[src/rtl/ram_stream_reader.sv]
// Walks a wrap-around RAM address range and streams the read words out on a
// valid/ready interface, reading at most two words ahead of the sink.
module ram_stream_reader #(
  parameter  int WIDTH = 8,
  parameter  int DEPTH = 8,
  localparam int AW    = $clog2(DEPTH)
) (
  input  logic             clk,
  input  logic             rst,
  input  logic             start,
  input  logic [AW-1:0]    base_addr,
  input  logic [AW:0]      len,
  output logic             busy,
  output logic             done,
  output logic             ram_ena,
  output logic             ram_wea,
  output logic [AW-1:0]    ram_addr,
  input  logic [WIDTH-1:0] ram_dout,
  output logic [WIDTH-1:0] m_data,
  output logic             m_valid,
  input  logic             m_ready,
  output logic             m_last
);

  typedef enum logic [1:0] {S_IDLE, S_RUN, S_DRAIN, S_DONE} state_t;

  localparam logic [AW:0]   ONE      = (AW + 1)'(1);
  localparam logic [AW-1:0] ADDR_TOP = AW'(DEPTH - 1);

  state_t           state_q, state_d;
  logic [AW-1:0]    addr_q, addr_d;
  logic [AW:0]      len_q, len_d;
  logic [AW:0]      issued_q, issued_d;
  logic [AW:0]      delivered_q, delivered_d;
  logic             out_q, out_d;
  logic [1:0]       cnt_q, cnt_d;
  logic             rd_ptr_q, rd_ptr_d;
  logic             wr_ptr_q, wr_ptr_d;
  logic [WIDTH-1:0] mem_q [2];
  logic [WIDTH-1:0] mem_d [2];

  logic       pop;
  logic [2:0] occ;

  assign m_valid  = (cnt_q != 2'd0);
  assign m_data   = mem_q[rd_ptr_q];
  assign m_last   = m_valid && (delivered_q == len_q - ONE);
  assign pop      = m_valid && m_ready;
  assign busy     = (state_q == S_RUN) || (state_q == S_DRAIN);
  assign done     = (state_q == S_DONE);
  assign ram_wea  = 1'b0;
  assign ram_addr = addr_q;

  // Occupancy counts the word already in flight so the FIFO can never overflow.
  assign occ     = {1'b0, cnt_q} + {2'b00, out_q};
  assign ram_ena = (state_q == S_RUN) && (issued_q < len_q) &&
                   (occ < (3'd2 + {2'b00, pop}));

  always_comb begin
    state_d     = state_q;
    addr_d      = addr_q;
    len_d       = len_q;
    issued_d    = issued_q;
    delivered_d = delivered_q;
    out_d       = ram_ena;
    rd_ptr_d    = rd_ptr_q;
    wr_ptr_d    = wr_ptr_q;
    mem_d       = mem_q;

    if (out_q) begin
      mem_d[wr_ptr_q] = ram_dout;
      wr_ptr_d        = ~wr_ptr_q;
    end
    if (pop) begin
      rd_ptr_d    = ~rd_ptr_q;
      delivered_d = delivered_q + ONE;
    end
    cnt_d = cnt_q + {1'b0, out_q} - {1'b0, pop};

    case (state_q)
      S_IDLE, S_DONE: begin
        state_d = S_IDLE;
        if (start) begin
          addr_d      = base_addr;
          len_d       = len;
          issued_d    = '0;
          delivered_d = '0;
          state_d     = (len == '0) ? S_DONE : S_RUN;
        end
      end
      S_RUN: begin
        if (ram_ena) begin
          issued_d = issued_q + ONE;
          addr_d   = (addr_q == ADDR_TOP) ? '0 : addr_q + AW'(1);
          if (issued_q + ONE == len_q) state_d = S_DRAIN;
        end
      end
      S_DRAIN: begin
        if (pop && (delivered_q + ONE == len_q)) state_d = S_DONE;
      end
      default: state_d = S_IDLE;
    endcase
  end

  always_ff @(posedge clk) begin
    if (rst) begin
      state_q     <= S_IDLE;
      addr_q      <= '0;
      len_q       <= '0;
      issued_q    <= '0;
      delivered_q <= '0;
      out_q       <= 1'b0;
      cnt_q       <= 2'd0;
      rd_ptr_q    <= 1'b0;
      wr_ptr_q    <= 1'b0;
      mem_q[0]    <= '0;
      mem_q[1]    <= '0;
    end else begin
      state_q     <= state_d;
      addr_q      <= addr_d;
      len_q       <= len_d;
      issued_q    <= issued_d;
      delivered_q <= delivered_d;
      out_q       <= out_d;
      cnt_q       <= cnt_d;
      rd_ptr_q    <= rd_ptr_d;
      wr_ptr_q    <= wr_ptr_d;
      mem_q       <= mem_d;
    end
  end

  a_no_overflow: assert property (@(posedge clk) disable iff (rst)
    !(out_q && !pop && (cnt_q == 2'd2)));

endmodule

[config.mk]
export PLATFORM = sky130hd
export DESIGN_NAME = ram_stream_reader
export DESIGN_NICKNAME = d
export VERILOG_FILES = /design/src/rtl/ram_stream_reader.sv
export SDC_FILE = /design/constraint.sdc
export NUM_CORES = 1
export LEC_CHECK = 0
export CAP_MARGIN = 20
export CORE_UTILIZATION = 66
export CTS_BUF_LIST = sky130_fd_sc_hd__clkbuf_8
export DETAILED_ROUTE_END_ITERATION = 7
export DONT_BUFFER_PORTS = 1
export PLACE_DENSITY = 0.86
export SETUP_SLACK_MARGIN = 0.15
export SYNTH_ARGS = -nofsm -noshare
export SYNTH_HDL_FRONTEND = slang
export SYNTH_SLANG_ARGS = --single-unit
[constraint.sdc]
create_clock -name clk -period 2.9 [get_ports clk]
set_input_delay 0.58 -clock clk [delete_from_list [all_inputs] [get_ports clk]]
set_output_delay 0.58 -clock clk [all_outputs]
set_load 0.01 [all_outputs]
==> results.json, run 1 <==
{
  "maxCapViolations": 0,
  "dp_hpwl_um": 2970,
  "p_total_mw": 1.90,
  "grt_overflow": 0,
  "reg2reg_depth": 7,
  "synthFlopType": "dfxtp_1",
  "grt_usage_pct": 27.8,
  "use_met3_pct": 9.01,
  "fmax_mhz": 394,
  "cts_tree": "done",
  "antenna_found_initial": 0,
  "cts.clk_slew.worst_paths_ns": 0.07,
  "boundaryPins": 36,
  "power.density_mw_per_mm2": 835,
  "crit_fanout": 5,
  "wl_per_cell_um": 14.7,
  "synthCells": 250,
  "synth_nets": 285,
  "required_ns": 2.32,
  "die_y_um": 58.8,
  "clock-sinks": 38,
  "hold_depth": 1,
  "gp_congestion": 0.812,
  "cp_cell_sequence": "inv_1 > ha_1 > and2b_1 > o31a_1 > nor3_1",
  "period_minus_slack_ns": 2.54,
  "ctsHoldBuffers": 0,
  "cts_buffers": 5,
  "grt_setup_unrepaired": "no",
  "r2r-end": "state_q[1]$_SDFFE_PP0P_",
  "fin_nets": 280,
  "synth_edf_count": 0,
  "whs_ns": 0.346,
  "vias": 1736,
  "die-area_mm2": 0.00346,
  "whs_endpoint": "mem_q[10]$_SDFFE_PP0P_",
  "synth-seq-area-share_pct": 35.7,
  "ctsResizeCount": 0,
  "insertion_delay_ns": 0.29,
  "reg2reg_slack_ns": 0.78,
  "yosysUniqueCellTypes": 50,
  "portBuffers": 0,
  "grt_util_met1_pct": 35.4,
  "syn_area_per_cell_um2": 8.52,
  "crit-reg2reg-launch": "len_q[1]$_SDFFE_PP0P_",
  "via_per_inst": 5.99,
  "netlist_area_mm2": 0.00213,
  "max_stage_delay_ns": 0.43,
  "min-delay-start": "rst",
  "hold_class": "in2reg",
  "firstDrtPassIters": 5,
  "status": "finished clean",
  "routed_wl_um": 4280,
  "fin_crit_sh_pct": 87.6,
  "start_util_pct": 69.8,
  "crit_type": "reg2out",
  "diodes": 0,
  "power_leakage_nw": 0.862,
  "met2_usage_pct": 42.9,
  "fillCellCount": 248,
  "postRouteAntennaNets": 0,
  "htree_levels": 2,
  "crit_family": "simple AND/OR/NAND/NOR gates",
  "worstPathArrival_ns": 1.96,
  "synth_warnings": 0,
  "drcViolationCount": 0,
  "area_growth_pct": 6.58,
  "yosys_register_bits": 38,
  "drv_slew": 0,
  "ir_worst_vdd_mv": 0.475,
  "cts_root_buf": "clkbuf_8",
  "cp_slowest_cell": "dfxtp_1",
  "setup_viol": 0,
  "skew_ns": 0.00520,
  "finalSetupTns_ns": 0,
  "path_buf_inv": 1,
  "final_hold_viol_count": 0,
  "start_kind": "register",
  "cp-end-kind": "output pin",
  "fp.coreArea_mm2": 0.00305,
  "rows": 20,
  "drive_above_1_share_pct": 11.4,
  "tightest_slew_ns": 0.574,
  "die_w_um": 58.8,
  "clk_path_buf_depth": 2,
  "cts_setup_buffers": 0,
  "grt_pass1_vias": 1671,
  "drtIter0Drc": 99,
  "grt_max_degree": 37,
  "grt_first_pass_wirelength_um": 7240,
  "slew_headroom_pct": 61.7,
  "busiest_layer": "met2",
  "synthArstFlopShare_pct": 0
}
Yosys cell counts, drive strengths merged, types with 2 or more instances:
cell type  count  share of area [%]
nand2         39                7.2
nor2           6                1.1
nor4           4                1.8
o31ai          2               0.94
xor2           6                2.5
o21ai          6                1.6
a21o           2               0.70
clkbuf         7                1.3
inv           11                1.9
ha            16                9.4
buf            6                1.8
dfxtp         38                 36
or2            2               0.71
nor3           7                1.9
nand3         17                4.0
nand2b         4                1.2
mux2           8                4.2
o31a           2               0.82
a21oi         36                8.6
xnor2         11                4.9
a311oi         4                1.6
nor2b          2               0.59
worst register-to-register path, stage by stage, from the launching register on:
cell	delay (ns)
dfxtp_1	0.43
inv_1	0.09
ha_1	0.28
and2b_1	0.17
o31ai_1	0.40
a41o_1	0.29
a21oi_1	0.08
a311oi_1	0.28
flip-flops by register name (all words and copies together), names as in the netlist:
signal       count
delivered_q      4
mem_q           16
out_q            1
cnt_q            2
issued_q         4
rd_ptr_q         1
len_q            4
wr_ptr_q         1
state_q          2
ram_addr         3
cell families after synthesis:
group | synth area share, %
xor gates and xnor gates | 8.46
adders and majority gates | 9.40
AOI/OAI and AO/OA | 16.1
DFF | 35.7
muxes | 4.70
buffers and inverters | 5.17
other | 0.176
and+or+nand+nor | 20.3
report_power, final:
| group | internal (mW) | switching [mW] |
|---|---|---|
| registers | 0.592 | 0.0995 |
| clock network | 0.367 | 0.187 |
| logic | 0.269 | 0.380 |
| total | 1.23 | 0.667 |
layout by cell type (no fill, tap or decap), types with 2 or more instances in the layout:
cell type,synthesis,final
nand2_1,38,38
dfxtp_1,38,38
a21oi_1,35,35
nand3_1,17,17
ha_1,16,16
inv_1,10,10
xnor2_1,10,10
mux2_2,8,8
nor3_1,6,6
xor2_1,6,6
nor2_1,6,6
clkbuf_8,0,6
a311oi_1,4,4
o21ai_0,4,4
nand2b_1,4,4
o31a_1,2,2
a21o_1,2,2
nor4_1,2,2
nor4_2,2,2
nor2b_1,2,2
bufinv_16,0,2
worst max-delay path by stage:
| stage | start | endpoint | cells after the start | slack [ns] |
|---|---|---|---|---|
| final | len_q[1]$_SDFFE_PP0P_ | ram_ena | 5 | 0.36 |
| after global placement | len_q[1]$_SDFFE_PP0P_ | ram_ena | 5 | 0.73 |
| after global routing | len_q[1]$_SDFFE_PP0P_ | ram_ena | 5 | 0.26 |
| after floorplan | len_q[1]$_SDFFE_PP0P_ | ram_ena | 5 | 0.81 |
| after CTS | len_q[1]$_SDFFE_PP0P_ | ram_ena | 5 | 0.35 |
| after detailed placement | len_q[1]$_SDFFE_PP0P_ | ram_ena | 5 | 0.68 |
per-stage QoR:
stage | utilization (%) | setup slack [ns] | area [um2] | instances
2_1_floorplan | - | 0.815 | 2130 | 250
3_3_place_gp | 69.7 | 0.730 | 2130 | 282
3_5_place_dp | 69.7 | 0.683 | 2130 | 282
4_1_cts | 74.3 | 0.349 | 2270 | 290
5_1_grt | 74.3 | 0.264 | 2270 | 290
6_report | 74.3 | 0.360 | 2270 | 290
layer usage:
| metal | vias up | routed length (um) |
|---|---|---|
| met3 | 12 | 195 |
| met5 | - | 0 |
| met1 | 817 | 1960 |
| met4 | 0 | 65 |
| li1 | 860 | - |
| met2 | 47 | 2060 |
cell type report:
cell class | count | area [um2] | share of cell area, %
clock buffers | 6 | 82.6 | 3.64
clock inverters | 2 | 60.1 | 2.65
inverters | 12 | 45.0 | 1.98
multi-input cells | 187 | 1260 | 55.5
flip-flops and latches | 38 | 761 | 33.5
well taps | 44 | 55.1 | 2.43
repair buffers | 1 | 7.51 | 0.331
No activity file was read; power rests on OpenSTA's default activity.
==> run 2, diff against run 1 <==
- PLACE_DENSITY: 0.86 -> 0.82
==> results.json, run 2 (synthesized netlist as in run 1, its figures left out) <==
{
  "ctsHoldBuffers": 0,
  "boundaryPins": 36,
  "crit_fanout": 5,
  "clock-sinks": 38,
  "skew_ns": 0.00425,
  "grt_max_degree": 37,
  "cts_buffers": 5,
  "firstDrtPassIters": 4,
  "fp.coreArea_mm2": 0.00305,
  "grt_first_pass_wirelength_um": 6710,
  "die_y_um": 58.8,
  "area_growth_pct": 3.58,
  "slew_headroom_pct": 62.8,
  "fin_nets": 280,
  "insertion_delay_ns": 0.30,
  "whs_endpoint": "mem_q[9]$_SDFFE_PP0P_",
  "whs_ns": 0.344,
  "final_hold_viol_count": 0,
  "vias": 1666,
  "die_w_um": 58.8,
  "period_minus_slack_ns": 2.57,
  "met3_length_um": 167,
  "drv_slew": 0,
  "cp-end-kind": "output pin",
  "htree_levels": 2,
  "dp_hpwl_um": 2920,
  "seqCellArea_um2": 761,
  "final_cell_mix": "38 x nand2_1, 38 x dfxtp_1, 35 x a21oi_1, 17 x nand3_1, 16 x ha_1",
  "drive_above_1_share_pct": 11.0,
  "start_kind": "register",
  "worstPathArrival_ns": 1.99,
  "hold_class": "in2reg",
  "min-delay-start": "rst",
  "finalSetupTns_ns": 0,
  "die-area_mm2": 0.00346,
  "wl_met2_um": 1880,
  "power_leakage_nw": 0.835,
  "reg2reg_slack_ns": 0.80,
  "cts_tree": "done",
  "fillCellCount": 259,
  "fin_util_pct": 72.3,
  "cts_root_buf": "clkbuf_8",
  "fin_crit_sh_pct": 88.6,
  "rows": 20,
  "crit_start": "len_q[1]$_SDFFE_PP0P_",
  "drtIter0Drc": 75,
  "cts.clk_slew.worst_paths_ns": 0.07,
  "start_util_pct": 69.8,
  "cts_setup_buffers": 0,
  "required_ns": 2.32,
  "ir_worst_vdd_mv": 0.597,
  "reg2reg_depth": 7,
  "gp_congestion": 0.795,
  "regMostFlops": "mem_q",
  "multiInputGateArea_mm2": 0.00126,
  "grt_overflow": 0,
  "wl_per_cell_um": 14.0,
  "grt_pass1_vias": 1522,
  "wl_met1_um": 1920,
  "ctsResizeCount": 0,
  "status": "finished clean",
  "maxCapViolations": 0,
  "routed_wl_um": 4040,
  "grt_setup_unrepaired": "no",
  "largest_register_ffs": 16,
  "crit-reg2reg-launch": "len_q[1]$_SDFFE_PP0P_",
  "drcViolationCount": 0,
  "maxUsedRoutingLayer": "met4",
  "r2r-end": "issued_q[2]$_SDFFE_PP0P_",
  "setup_viol": 0,
  "hold_depth": 1,
  "fmax_mhz": 389,
  "postRouteAntennaNets": 0,
  "portBuffers": 0,
  "clk_path_buf_depth": 2,
  "grt_usage_pct": 26.0,
  "antenna_found_initial": 0,
  "crit_type": "reg2out",
  "via_per_inst": 5.76,
  "diodes": 0,
  "tightest_slew_ns": 0.556,
  "power.density_mw_per_mm2": 759
}
## run 2: through the flow
stage,power (mW),worst slack (ns),cell area (um2),instances
global placement,1.31,0.725,2130,282
CTS,1.68,0.344,2210,289
floorplan,1.23,0.815,2130,250
finish,1.68,0.330,2210,289
detailed placement,1.33,0.670,2130,282
global route,1.78,0.231,2210,289
## run 2: critical path, cell delays in order (launching register included)
cell,delay (ns)
dfxtp_1,0.43
inv_1,0.10
ha_1,0.29
and2b_1,0.17
o31a_1,0.32
nor3_1,0.38
## run 2: how the worst max path moves through the flow
stage               slack (ns)  cells after the start       to
floorplan                 0.81                      5  ram_ena
global placement          0.72                      5  ram_ena
detailed placement        0.67                      5  ram_ena
CTS                       0.34                      5  ram_ena
global route              0.23                      5  ram_ena
finish                    0.33                      5  ram_ena
## run 2: layout make-up
type	instances	share of cell area (%)
clock buffers	5	3.12
clock inverters	2	0.454
inverters	12	2.04
multi-input cells	187	57.1
flip-flops and latches	38	34.5
well taps	44	2.50
repair buffers	1	0.340
## run 2: layer usage
| layer | track usage [%] | up-vias |
|---|---|---|
| li1 | - | 862 |
| met5 | 0 | - |
| met4 | 9.52 | 0 |
| met3 | 9.45 | 8 |
| met2 | 38.8 | 37 |
| met1 | 34.4 | 759 |
## run 2: power breakdown
group          switching (mW)  internal, mW
Combinational           0.368         0.269
Sequential             0.0980         0.592
Clock                   0.187         0.161
Total                   0.653          1.02
==> run 3, diff against run 2 <==
- CORE_ASPECT_RATIO: unset -> 1.25
==> results.json, run 3 (synthesized netlist as in run 1, its figures left out) <==
{
  "status": "finished clean",
  "via_per_inst": 5.91,
  "clock-sinks": 38,
  "clk_path_buf_depth": 2,
  "power.density_mw_per_mm2": 768,
  "r2r-end": "issued_q[2]$_SDFFE_PP0P_",
  "ir_worst_vdd_mv": 0.572,
  "crit_family": "simple AND/OR/NAND/NOR gates",
  "hold_class": "in2reg",
  "p_total_mw": 1.70,
  "dp_hpwl_um": 3000,
  "grt_setup_unrepaired": "no",
  "fin_nets": 280,
  "vias": 1667,
  "regMostFlops": "mem_q",
  "insertion_delay_ns": 0.29,
  "fillCellCount": 253,
  "cp_slowest_cell": "dfxtp_1",
  "boundaryPins": 36,
  "firstDrtPassIters": 4,
  "grt_first_pass_wirelength_um": 6760,
  "final_cell_mix": "38 x nand2_1, 38 x dfxtp_1, 35 x a21oi_1, 17 x nand3_1, 16 x ha_1",
  "share_seq_of_total_power_pct": 40.7,
  "die_y_um": 65.5,
  "p_comb_share_pct": 37.5,
  "area_growth_pct": 3.70,
  "cp_cell_sequence": "inv_1 > ha_1 > and2b_1 > o31a_1 > nor3_1",
  "fp.coreArea_mm2": 0.00300,
  "reg2reg_depth": 7,
  "diodes": 0,
  "grt_overflow": 0,
  "portBuffers": 0,
  "htree_levels": 2,
  "drive_above_1_share_pct": 11.0,
  "max_stage_delay_ns": 0.42,
  "whs_ns": 0.349,
  "skew_ns": 0.00590,
  "crit_start": "len_q[1]$_SDFFE_PP0P_",
  "switching_share_pct": 38.2,
  "routed_wl_um": 4090,
  "grt_pass1_vias": 1630,
  "cp-end-kind": "output pin",
  "postRouteAntennaNets": 0,
  "ctsResizeCount": 0,
  "period_minus_slack_ns": 2.51,
  "drtIter0Drc": 29,
  "critical_path_cell_count": 5,
  "gp_congestion": 0.917,
  "cts_tree": "done",
  "final_hold_viol_count": 0,
  "crit_type": "reg2out",
  "cts_buffers": 5,
  "cts.clk_slew.worst_paths_ns": 0.08,
  "endpoint": "ram_ena",
  "grt_usage_pct": 26.6,
  "setup_viol": 0,
  "maxCapViolations": 0,
  "antenna_found_initial": 0,
  "largest_register_ffs": 16,
  "die_w_um": 52.8,
  "path_buf_inv": 1,
  "crit-reg2reg-launch": "len_q[1]$_SDFFE_PP0P_",
  "internal_power_mw": 1.05,
  "ctsHoldBuffers": 0,
  "pwr-share-clk_pct": 21.9,
  "fmax_mhz": 399,
  "tightest_slew_ns": 0.519,
  "drv_slew": 0,
  "crit_fanout": 5,
  "required_ns": 2.32,
  "switchingPower_mw": 0.648,
  "worstPathArrival_ns": 1.93,
  "grt_max_degree": 37,
  "reg2reg_slack_ns": 0.79,
  "slew_headroom_pct": 65.3,
  "wl_per_cell_um": 14.5,
  "cts_root_buf": "clkbuf_8",
  "fin_crit_sh_pct": 86.5,
  "die-area_mm2": 0.00346,
  "start_util_pct": 71.0,
  "start_kind": "register",
  "power_leakage_nw": 0.843,
  "drcViolationCount": 0,
  "finalSetupTns_ns": 0,
  "cts_setup_buffers": 0,
  "rows": 22
}
run 3: cell count changes in the layout (fill, tap and decap cells not counted):
cell      previous run  this run
clkinv_2             2         1
inv_1               10        11
clkbuf_8             5         6
run 3: how the worst min path moves through the flow:
stage	startpoint	endpoint	slack (ns)	cells past startpoint
2_1_floorplan	mem_q[0]$_SDFFE_PP0P_	mem_q[0]$_SDFFE_PP0P_	0.43	2
4_1_cts	rst	len_q[1]$_SDFFE_PP0P_	0.34	1
3_3_place_gp	mem_q[15]$_SDFFE_PP0P_	mem_q[15]$_SDFFE_PP0P_	0.43	2
5_1_grt	rst	ram_addr[1]$_SDFFE_PP0P_	0.34	1
3_5_place_dp	mem_q[3]$_SDFFE_PP0P_	mem_q[3]$_SDFFE_PP0P_	0.44	2
6_report	rst	len_q[2]$_SDFFE_PP0P_	0.35	1
run 3: stage by stage:
stage / setup slack [ns] / instance area [um2] / std cells / util (%)
final: 0.391 / 2210 / 282 / 73.6
after global routing: 0.297 / 2210 / 282 / 73.6
after CTS: 0.375 / 2210 / 282 / 73.6
after detailed placement: 0.699 / 2120 / 274 / 70.6
after global placement: 0.744 / 2120 / 274 / 70.6
after floorplan: 0.815 / 2130 / 250 / -
run 3: metal layers:
metal / share of wire [%] / global-route usage (%)
met4: 0.73 / 14.5
met2: 53 / 49.4
met3: 4.9 / 4.86
met1: 42 / 26.7
met5: 0 / 0
run 3: final cells by class:
type	count	area (um2)	share of cell area, %
clock buffer	6	82.6	3.74
clock inverter	2	8.76	0.397
inverter	12	45.0	2.04
multi-input combinational	187	1260	57.0
sequential	38	761	34.4
tap	36	45.0	2.04
timing repair buffer	1	7.51	0.340
run 3: power by group through the flow:
stage	combinational, mW	sequential, mW	clock [mW]
6_report	0.635	0.690	0.370
5_1_grt	0.706	0.704	0.396
4_1_cts	0.638	0.692	0.380
3_5_place_dp	0.632	0.704	0
3_3_place_gp	0.618	0.700	0
2_1_floorplan	0.564	0.663	0
run 3: worst register-to-register path, cell delays in order, from the launching register on:
cell	delay [ns]
dfxtp_1	0.42
inv_1	0.09
ha_1	0.29
and2b_1	0.17
o31a_1	0.32
nor4_2	0.45
nand3b_1	0.13
a31oi_1	0.17
